`config.mk`:
```
export PLATFORM = sky130hd
export DESIGN_NAME = fifo_wr
export DESIGN_NICKNAME = d
export VERILOG_FILES = /design/src/rtl/fifo_wr.sv
export SDC_FILE = /design/constraint.sdc
export NUM_CORES = 1
export LEC_CHECK = 0
export ABC_AREA = 1
export CORE_UTILIZATION = 51
export CTS_CLUSTER_DIAMETER = 100
export CTS_CLUSTER_SIZE = 16
export DETAILED_ROUTE_END_ITERATION = 7
export HOLD_SLACK_MARGIN = 0.12
export PLACE_DENSITY_LB_ADDON = 0.12
export SYNTH_ARGS = -nofsm -noshare
export SYNTH_HDL_FRONTEND = slang
export SYNTH_SLANG_ARGS = --single-unit
```
`constraint.sdc`:
```
create_clock -name clk -period 1.7 [get_ports clk]
set_input_delay 0.425 -clock clk [delete_from_list [all_inputs] [get_ports clk]]
set_output_delay 0.425 -clock clk [all_outputs]
set_load 0.01 [all_outputs]
```
`src/rtl/fifo_wr.sv`:
```
// Burst writer: waits for the FIFO to drain, settles WAIT_CYC cycles, then streams an incrementing count until full.
// Optional build macro FIFO_WR_BURST_LIMIT_EN additionally caps each burst at DEPTH words.
module fifo_wr #(
  parameter int DATA_W   = 8,
  parameter int DEPTH    = 256,
  parameter int WAIT_CYC = 3
) (
  input  logic              clk,
  input  logic              rst,
  input  logic              wrempty,
  input  logic              wrfull,
  output logic              wrreq,
  output logic [DATA_W-1:0] wrdata,
  output logic              burst_done,
  output logic [15:0]       burst_cnt
);

  // state | meaning
  // IDLE  | no request; waiting for wrempty
  // WAIT  | settle counter running; wrempty/wrfull ignored
  // WRITE | wrreq high, data incrementing; ends on wrfull (or burst limit)
  typedef enum logic [1:0] {IDLE, WAIT, WRITE} state_t;

  // WAIT_CYC=0 is treated as a single settle cycle
  localparam int WAIT_EFF = (WAIT_CYC < 1) ? 1 : WAIT_CYC;
  localparam int CNT_W    = (WAIT_EFF > 1) ? $clog2(WAIT_EFF) : 1;
  localparam logic [CNT_W-1:0] WAIT_LAST = CNT_W'(WAIT_EFF - 1);

  state_t           state;
  logic [CNT_W-1:0] settle_cnt;
  logic             at_limit;
  logic             stop;

`ifdef FIFO_WR_BURST_LIMIT_EN
  localparam int DEPTH_EFF = (DEPTH < 1) ? 1 : DEPTH;
  localparam int WC_W      = (DEPTH_EFF > 1) ? $clog2(DEPTH_EFF) : 1;
  localparam logic [WC_W-1:0] WC_LAST = WC_W'(DEPTH_EFF - 1);

  logic [WC_W-1:0] word_cnt;

  // word_cnt holds words already accepted; the one on the bus now is the DEPTH-th
  assign at_limit = (word_cnt == WC_LAST);
`else
  assign at_limit = 1'b0;
`endif

  assign stop = wrfull || at_limit;

  always_ff @(posedge clk or posedge rst) begin
    if (rst) begin
      state      <= IDLE;
      settle_cnt <= '0;
      wrreq      <= 1'b0;
      wrdata     <= '0;
      burst_done <= 1'b0;
      burst_cnt  <= '0;
`ifdef FIFO_WR_BURST_LIMIT_EN
      word_cnt   <= '0;
`endif
    end else begin
      burst_done <= 1'b0;
      case (state)
        IDLE: begin
          wrreq      <= 1'b0;
          settle_cnt <= '0;
          if (wrempty) state <= WAIT;
        end
        WAIT: begin
          if (settle_cnt == WAIT_LAST) begin
            state  <= WRITE;
            wrreq  <= 1'b1;
            wrdata <= '0;
`ifdef FIFO_WR_BURST_LIMIT_EN
            word_cnt <= '0;
`endif
          end else begin
            settle_cnt <= settle_cnt + 1'b1;
          end
        end
        WRITE: begin
          // the word on the bus when wrfull rises is dropped by the FIFO; no resend
          if (stop) begin
            state      <= IDLE;
            wrreq      <= 1'b0;
            burst_done <= 1'b1;
            burst_cnt  <= burst_cnt + 16'd1;
          end else begin
            wrdata <= wrdata + 1'b1;
`ifdef FIFO_WR_BURST_LIMIT_EN
            word_cnt <= word_cnt + 1'b1;
`endif
          end
        end
        default: begin
          state <= IDLE;
          wrreq <= 1'b0;
        end
      endcase
    end
  end

endmodule

```
==> summary.md, run 1 <==
| Metric | Value |
|---|---|
| Outcome | `complete, but fails checks` |
| Failing checks | `design-rule violations` |
| Synth warn | `0` |
| FF-to-FF End | `burst_cnt[10]$_DFFE_PP0P_` |
| Total GRT Usage | `0.259` |
| Critical path arrival | `1.23 ns` |
| Buf+Inv Stages, Crit Path | `1` |
| Final min period | `approximately 1.7 ns` |
| Psw | `0.000653 W` |
| RSZ-0062 raised after global routing | `false` |
| Setup Crit Path Kind | `register to primary output` |
| Max cap viols | `0` |
| Cell at the root of the clock tree | `clkbuf_4` |
| Vias in the first global route | `approximately 1600` |
| DR vias | `1497` |
| Total iterations of the first detailed-routing run | `8` |
| DRC | `3` |
| HPWL Detailed | `between 2 and 3 mm` |
| Sink Count | `30` |
| Grt total ovfl | `0` |
| Setup crit end kind | `primary output` |
| Initial antenna violation count | `0` |
| Combinational Power Share | `0.283` |
| Largest net degree at the start of global routing | `31` |
| Row cnt | `19` |
| Cell count of the worst reg-to-reg path | `6` |
| Final WL | `3.65 mm` |
| Register bit total from synthesis | `30` |
| Via density | `~5.3` |
| Count of unique library cells instantiated by Yosys | `22` |
| Seq pwr share | `0.483` |
| CP startpoint kind | `register` |
| CTS tree | `yes` |
| Clock Pin Slew Worst Setup and Hold Paths | `~0.10 ns` |
| First-pass GRT wire length | `6.45 mm` |
| Fmax | `around 600 MHz` |
| CP Max Fanout | `2` |
| Layout cells sized above 1 | `0.166` |
| Starting density of the core | `0.553` |
| Critical Path RT | `~1.3 ns` |
| Leak Pwr | `between 1 and 1.5 nW` |
| Setup Viol. Count Final | `0` |
| Clk_lat worst skew | `approximately 0.33 ns` |
| Flop2flop setup slack | `between 0.2 and 0.3 ns` |
| Final-stage net count | `259` |
| Layout area overhead | `35.6%` |
| Sw Ratio | `0.344` |
| Setup_tns | `0 ns` |
| Post-synthesis sequential area ratio | `0.476` |
| GPL Wtd Cong | `0.802` |
| Clk_skew | `slightly above 0.009 ns` |
| Ant. Diodes | `0` |
| Die height | `approximately 58 um` |
| Critical path's largest stage delay | `roughly 0.54 ns` |
| Critical path cell sequence | `clkdlybuf4s50_1` |
| Critical R2R Launch | `burst_cnt[0]$_DFFE_PP0P_` |
| Slowest-stage cell, CP | `clkdlybuf4s50_1` |
| Post-synthesis net count | `slightly above 200` |
| CTS Buffer Depth | `2` |
| Final Cycle Share | `0.973` |
| Design Area, Final | `between 2000 and 2500 um^2` |
| Power share of the clock group | `0.234` |
| Core ar. | `2850 um^2` |
| Avg Synthesized Cell Area | `around 8.0 um^2` |
| Die width | `between 50 and 60 um` |
| Die area | `about 3300 um^2` |
| CTS buffer count | `5` |
| Synthesized cell area | `between 1500 and 2000 um^2` |
| Cells after synthesis | `between 150 and 200` |
| PwrDens | `888 nW/um^2` |
| Slew Viols, Final | `0` |
| Post-CTS Hold Buffers | `0` |
| Dpl cell area | `1930 um^2` |
| # IOs | `30` |
| Worst VDD drop | `approximately 570 uV` |
| Relative slew margins | `0.746` |
| Routed WL per cell | `12.9 um` |
| CP top delay family | `buffers and inverters` |
| H-tree depth | `2` |
| Final worst slack | `0.0461 ns` |
| Port Buf Inserts | `29` |
| Iteration-0 DRC Markers | `100` |
| Worst slack at placement | `-0.0231 ns` |
| Worst Max-Slew Pin Slew | `approximately 0.38 ns` |
| Cell-internal power | `0.00124 W` |
| Final hold vios | `0` |
| Hold Path Class | `input pin to asynchronous set/reset pin` |
| Post-detailed-route count of antenna-violating nets | `0` |
## power groups by stage
| stage | Combinational, W | Clock (W) | Sequential, W |
|---|---|---|---|
| 6_report | 0.000537 | 0.000445 | 0.000916 |
| 3_5_place_dp | 0.000513 | 0 | 0.000939 |
| 5_1_grt | 0.000597 | 0.000494 | 0.000927 |
| 2_1_floorplan | 0.000292 | 0 | 0.000948 |
| 4_1_cts | 0.000543 | 0.000454 | 0.000913 |
| 3_3_place_gp | 0.000485 | 0 | 0.000934 |
## synth_stat cells, drive strengths merged
library cell   n  area share
a21oi          7       0.022
nand3         20       0.083
nor3           1      0.0063
nor2          25       0.074
inv           28       0.070
dfrtp         30        0.48
nand3b         4       0.019
xnor2          4       0.022
o21ai          7       0.022
nand2         62        0.16
nand4          3       0.012
xor2           2       0.011
ha             3       0.024
## metal layers
layer / global-route usage / up-vias / share of wire
li1: - / 729 / -
met5: 0 / - / 0
met4: 0.115 / 0 / 0.030
met3: 0.0794 / 14 / 0.049
met1: 0.282 / 709 / 0.39
met2: 0.460 / 45 / 0.53
## registers in the layout (all words and copies together) (netlist names)
signal,cells
burst_cnt,16
wrdata,8
settle_cnt,2
state,2
burst_done,1
wrreq,1
## metrics by stage
step | total power (W) | hold slack (ns) | util | instances
after detailed placement | 0.00145 | 0.458 | 0.676 | 259
after CTS | 0.00191 | 0.476 | 0.739 | 284
final | 0.00190 | 0.468 | 0.749 | 284
after floorplan | 0.00124 | 0.457 | - | 196
after global placement | 0.00142 | 0.454 | 0.676 | 259
after global routing | 0.00202 | 0.493 | 0.749 | 284
## placed cells by master, fill, tap and decap left out
cell type,netlist,final
clkinv_2,0,1
dfrtp_1,30,29
o21ai_0,4,4
a21oi_1,7,7
inv_6,1,1
nand2_4,2,2
nor2_1,20,20
xnor2_1,4,4
o21ai_1,3,3
xor2_1,2,2
nor2_4,2,2
nand3_1,17,17
clkdlybuf4s50_1,0,12
nand3b_1,4,4
dlymetal6s2s_1,0,11
inv_1,26,26
nor3_2,1,1
nand2_2,1,1
dfrtp_2,0,1
nand3_4,2,2
nand2_1,59,59
nor2_2,3,3
nand3_2,1,1
clkbuf_1,0,1
clkbuf_8,0,1
ha_1,3,3
nand4_1,3,3
inv_2,1,1
dlygate4sd2_1,0,6
clkbuf_4,0,5
buf_4,0,20
## layout make-up
class                           count  area, um^2
Clock inverter                      1        5.00
Multi-Input combinational cell    138         716
Fill cell                         224         716
Tap cell                           31        38.8
Sequential cell                    30         752
Clock buffer                        7        55.1
Inverter                           28         110
Timing Repair Buffer               49         460
## worst max path at each step
stage | startpoint | endpoint | slack (ns) | cells past startpoint
finish | burst_cnt[9]$_DFFE_PP0P_ | burst_cnt[9] | 0.05 | 1
global route | burst_cnt[2]$_DFFE_PP0P_ | burst_cnt[2] | 0.0007 | 1
CTS | burst_cnt[4]$_DFFE_PP0P_ | burst_cnt[4] | 0.004 | 1
detailed placement | wrfull | burst_cnt[12]$_DFFE_PP0P_ | -0.02 | 6
global placement | wrfull | burst_cnt[14]$_DFFE_PP0P_ | 0.04 | 6
floorplan | burst_cnt[0]$_DFFE_PP0P_ | burst_cnt[10]$_DFFE_PP0P_ | 0.38 | 6
## cells by family (layout without fill, tap and decap cells)
logic type	count (synthesis)	after routing	share of synthesized area
xor+xnor	6	6	0.0333
buf+inv	28	85	0.0698
flops	30	30	0.476
fa+ha+maj	3	3	0.0238
compound gates	14	14	0.0444
simple gates	115	115	0.352
## timing repair
action / CTS / global route
endpoints found under the setup margin: 22 / 11
gates resized for setup: 7 / 11
buffers inserted: 17 / 0
Note: power is estimated with default switching activity, not from simulation.
==> run 2, diff against run 1 <==
- CORE_ASPECT_RATIO: unset -> 0.75
- SLEW_MARGIN: unset -> 20
==> summary.md, run 2 (synthesized netlist as in run 1, its figures left out) <==
| Metric | Value |
|---|---|
| Buf+Inv Stages, Crit Path | `1 (unchanged)` |
| Outcome | `finished, final reports clean` |
| Critical path cell sequence | `clkdlybuf4s50_1` |
| Grt total ovfl | `0 (unchanged)` |
| Fillers | `216 (-3.6%)` |
| Critical R2R Launch | `burst_cnt[0]$_DFFE_PP0P_` |
| Critical path arrival | `1.23 ns (about the same)` |
| Core ar. | `2940 um^2 (+2.9%)` |
| Leading cell types in the layout, fill and taps excluded | `nand2_1 (59), dfrtp_1 (29), inv_1 (26), clkdlybuf4s50_1 (21), nor2_1 (20)` |
| Final worst slack | `0.0485 ns (+0.00249 ns)` |
| Hold Worst Slack | `0.477 ns (+0.00833 ns)` |
| CTS tree | `yes` |
| Most common cell after layout, fill and taps aside | `nand2_1` |
| Layout area overhead | `38.3%` |
| DRC | `0 (-3)` |
| Placed Cells | `264 (+1.9%)` |
| Setup Crit Path Kind | `register to primary output` |
| Clk_skew | `0.00812 ns (-0.000993 ns)` |
| Ant. Diodes | `0 (unchanged)` |
| Hold endpoint | `wrreq$_DFFE_PP0P_` |
| Starting density of the core | `0.537 (-0.0155)` |
| Critical Path RT | `1.27 ns (about the same)` |
| Clock Pin Slew Worst Setup and Hold Paths | `0.06 ns (-0.04 ns)` |
| Largest net degree at the start of global routing | `31 (unchanged)` |
| CP Max Fanout | `3 (+1)` |
| Final min period | `1.65 ns (-0.00249 ns)` |
| Routed WL per cell | `13.2 um (+2.9%)` |
| Dpl cell area | `1920 um^2 (-0.32%)` |
| Total iterations of the first detailed-routing run | `4 (-4)` |
| Hold Path Class | `register to register` |
| Slew Viols, Final | `0 (unchanged)` |
| Top reg by flops | `burst_cnt` |
| Setup Viol. Count Final | `0 (unchanged)` |
| Iteration-0 DRC Markers | `112 (+12%)` |
| Row cnt | `17 (-2)` |
| CP startpoint kind | `register` |
| Die height | `50.2 um (-13%)` |
| Flop2flop setup slack | `0.25 ns (-0.02 ns)` |
| Largest regs | `burst_cnt: 16 flops, wrdata: 8 flops` |
| Worst VDD drop | `920 uV (+60%)` |
| H-tree depth | `2 (unchanged)` |
| Via density | `5.13 (-2.8%)` |
| Die area | `3320 um^2 (about the same)` |
| PwrDens | `1020 nW/um^2 (+15%)` |
| # IOs | `30 (unchanged)` |
| Fin cells | `288 (+1.4%)` |
| Busiest grt layer | `met2` |
| Setup crit end kind | `primary output` |
| Port Buf Inserts | `29 (unchanged)` |
| Final Cycle Share | `0.971 (-0.00146)` |
| Fmax | `606 MHz (+0.15%)` |
| Source of the worst hold timing path | `wrreq$_DFFE_PP0P_` |
| Cell at the root of the clock tree | `clkbuf_8` |
| Max cap viols | `0 (unchanged)` |
| HPWL Detailed | `2.46 mm (-2.8%)` |
| Worst Max-Slew Pin Slew | `0.380 ns (-0.00178 ns)` |
| First-pass GRT wire length | `6.30 mm (-2.4%)` |
| FF-to-FF End | `burst_cnt[10]$_DFFE_PP0P_` |
| Final hold vios | `0 (unchanged)` |
| Max reg flops | `16 (unchanged)` |
| GPL Wtd Cong | `0.829 (+3.3%)` |
| Die width | `66.2 um (+15%)` |
| Met2 Usage GRT | `0.408 (-0.0520)` |
| Met3 Resource Use GR | `0.100 (+0.0206)` |
| Sink Count | `30 (unchanged)` |
| Hold depth | `2` |
| CP top delay family | `buffers and inverters` |
| Cell count of the worst reg-to-reg path | `6 (unchanged)` |
| Post-detailed-route count of antenna-violating nets | `0 (unchanged)` |
| Area of the multi-input gates | `716 um^2 (unchanged)` |
| Clk_lat worst skew | `0.29 ns (-0.04 ns)` |
| RSZ-0062 raised after global routing | `false` |
| Initial antenna violation count | `0 (unchanged)` |
| Leak Pwr | `1.23 nW (-4.9%)` |
| Global routing usage on met1 | `0.328 (+0.0460)` |
| Total GRT Usage | `0.262 (+0.00304)` |
| Register area | `752 um^2 (unchanged)` |
| Final-stage net count | `257 (-0.77%)` |
| Relative slew margins | `0.747 (+0.00119)` |
| Layout cells sized above 1 | `0.160 (-0.00601)` |
| CTS Buffer Depth | `2 (unchanged)` |
| Critical path's largest stage delay | `0.56 ns (+0.02 ns)` |
| Design Area, Final | `2180 um^2 (+2.0%)` |
| Final WL | `3.81 mm (+4.3%)` |
| CTS buffer count | `5 (unchanged)` |
| Vias in the first global route | `1418 (-10%)` |
| Slowest-stage cell, CP | `clkdlybuf4s50_1` |
| Worst slack at placement | `-0.0318 ns (-0.00869 ns)` |
| DR vias | `1476 (-1.4%)` |
run 2: where the power goes:
part | leakage (nW) | internal, W | switching (W)
Clock | 0.0573 | 0.000468 | 0.000269
Combinational | 0.780 | 0.000257 | 0.000312
Sequential | 0.398 | 0.000816 | 0.000102
Total | 1.23 | 0.00154 | 0.000683
run 2: area by class of cell:
| class | count | share of cell area |
|---|---|---|
| Timing Repair Buffer | 47 | 0.203 |
| Multi-Input combinational cell | 138 | 0.328 |
| Sequential cell | 30 | 0.345 |
| Clock buffer | 6 | 0.0379 |
| Inverter | 28 | 0.0505 |
| Tap cell | 38 | 0.0218 |
| Clock inverter | 1 | 0.0138 |
run 2: worst max path at each step:
stage,slack [ns],to,cells past startpoint,start
final,0.05,burst_cnt[9],1,burst_cnt[9]$_DFFE_PP0P_
after floorplan,0.38,burst_cnt[10]$_DFFE_PP0P_,6,burst_cnt[0]$_DFFE_PP0P_
after detailed placement,-0.03,burst_cnt[12]$_DFFE_PP0P_,6,wrfull
after global placement,0.03,burst_cnt[14]$_DFFE_PP0P_,6,wrfull
after CTS,0.006,burst_cnt[5],1,burst_cnt[5]$_DFFE_PP0P_
after global routing,0.02,wrdata[0],1,wrdata[0]$_DFFE_PP0P_
run 2: layer usage:
layer / vias to the layer above / routed length (um)
li1: 723 / -
met1: 694 / 1640
met2: 52 / 1830
met3: 7 / 281
met4: 0 / 56
met5: - / 0
run 2: what timing repair did:
item                       4_1_cts  5_1_grt
buffers inserted                 6       11
gates resized for setup          2        7
setup endpoints to repair        8       15
hold buffers                     0        0
run 2: through the flow:
stage	utilization	power [W]	setup TNS, ns
6_report	0.743	0.00222	0
5_1_grt	0.743	0.00234	0
4_1_cts	0.708	0.00219	0
3_5_place_dp	0.655	0.00145	-0.0624
3_3_place_gp	0.655	0.00142	0
2_1_floorplan	-	0.00124	0
==> run 3, diff against run 2 <==
- CAP_MARGIN: unset -> 30
==> results of run 3 <==
Final layout, timing and power as in run 2 (identical DEF).
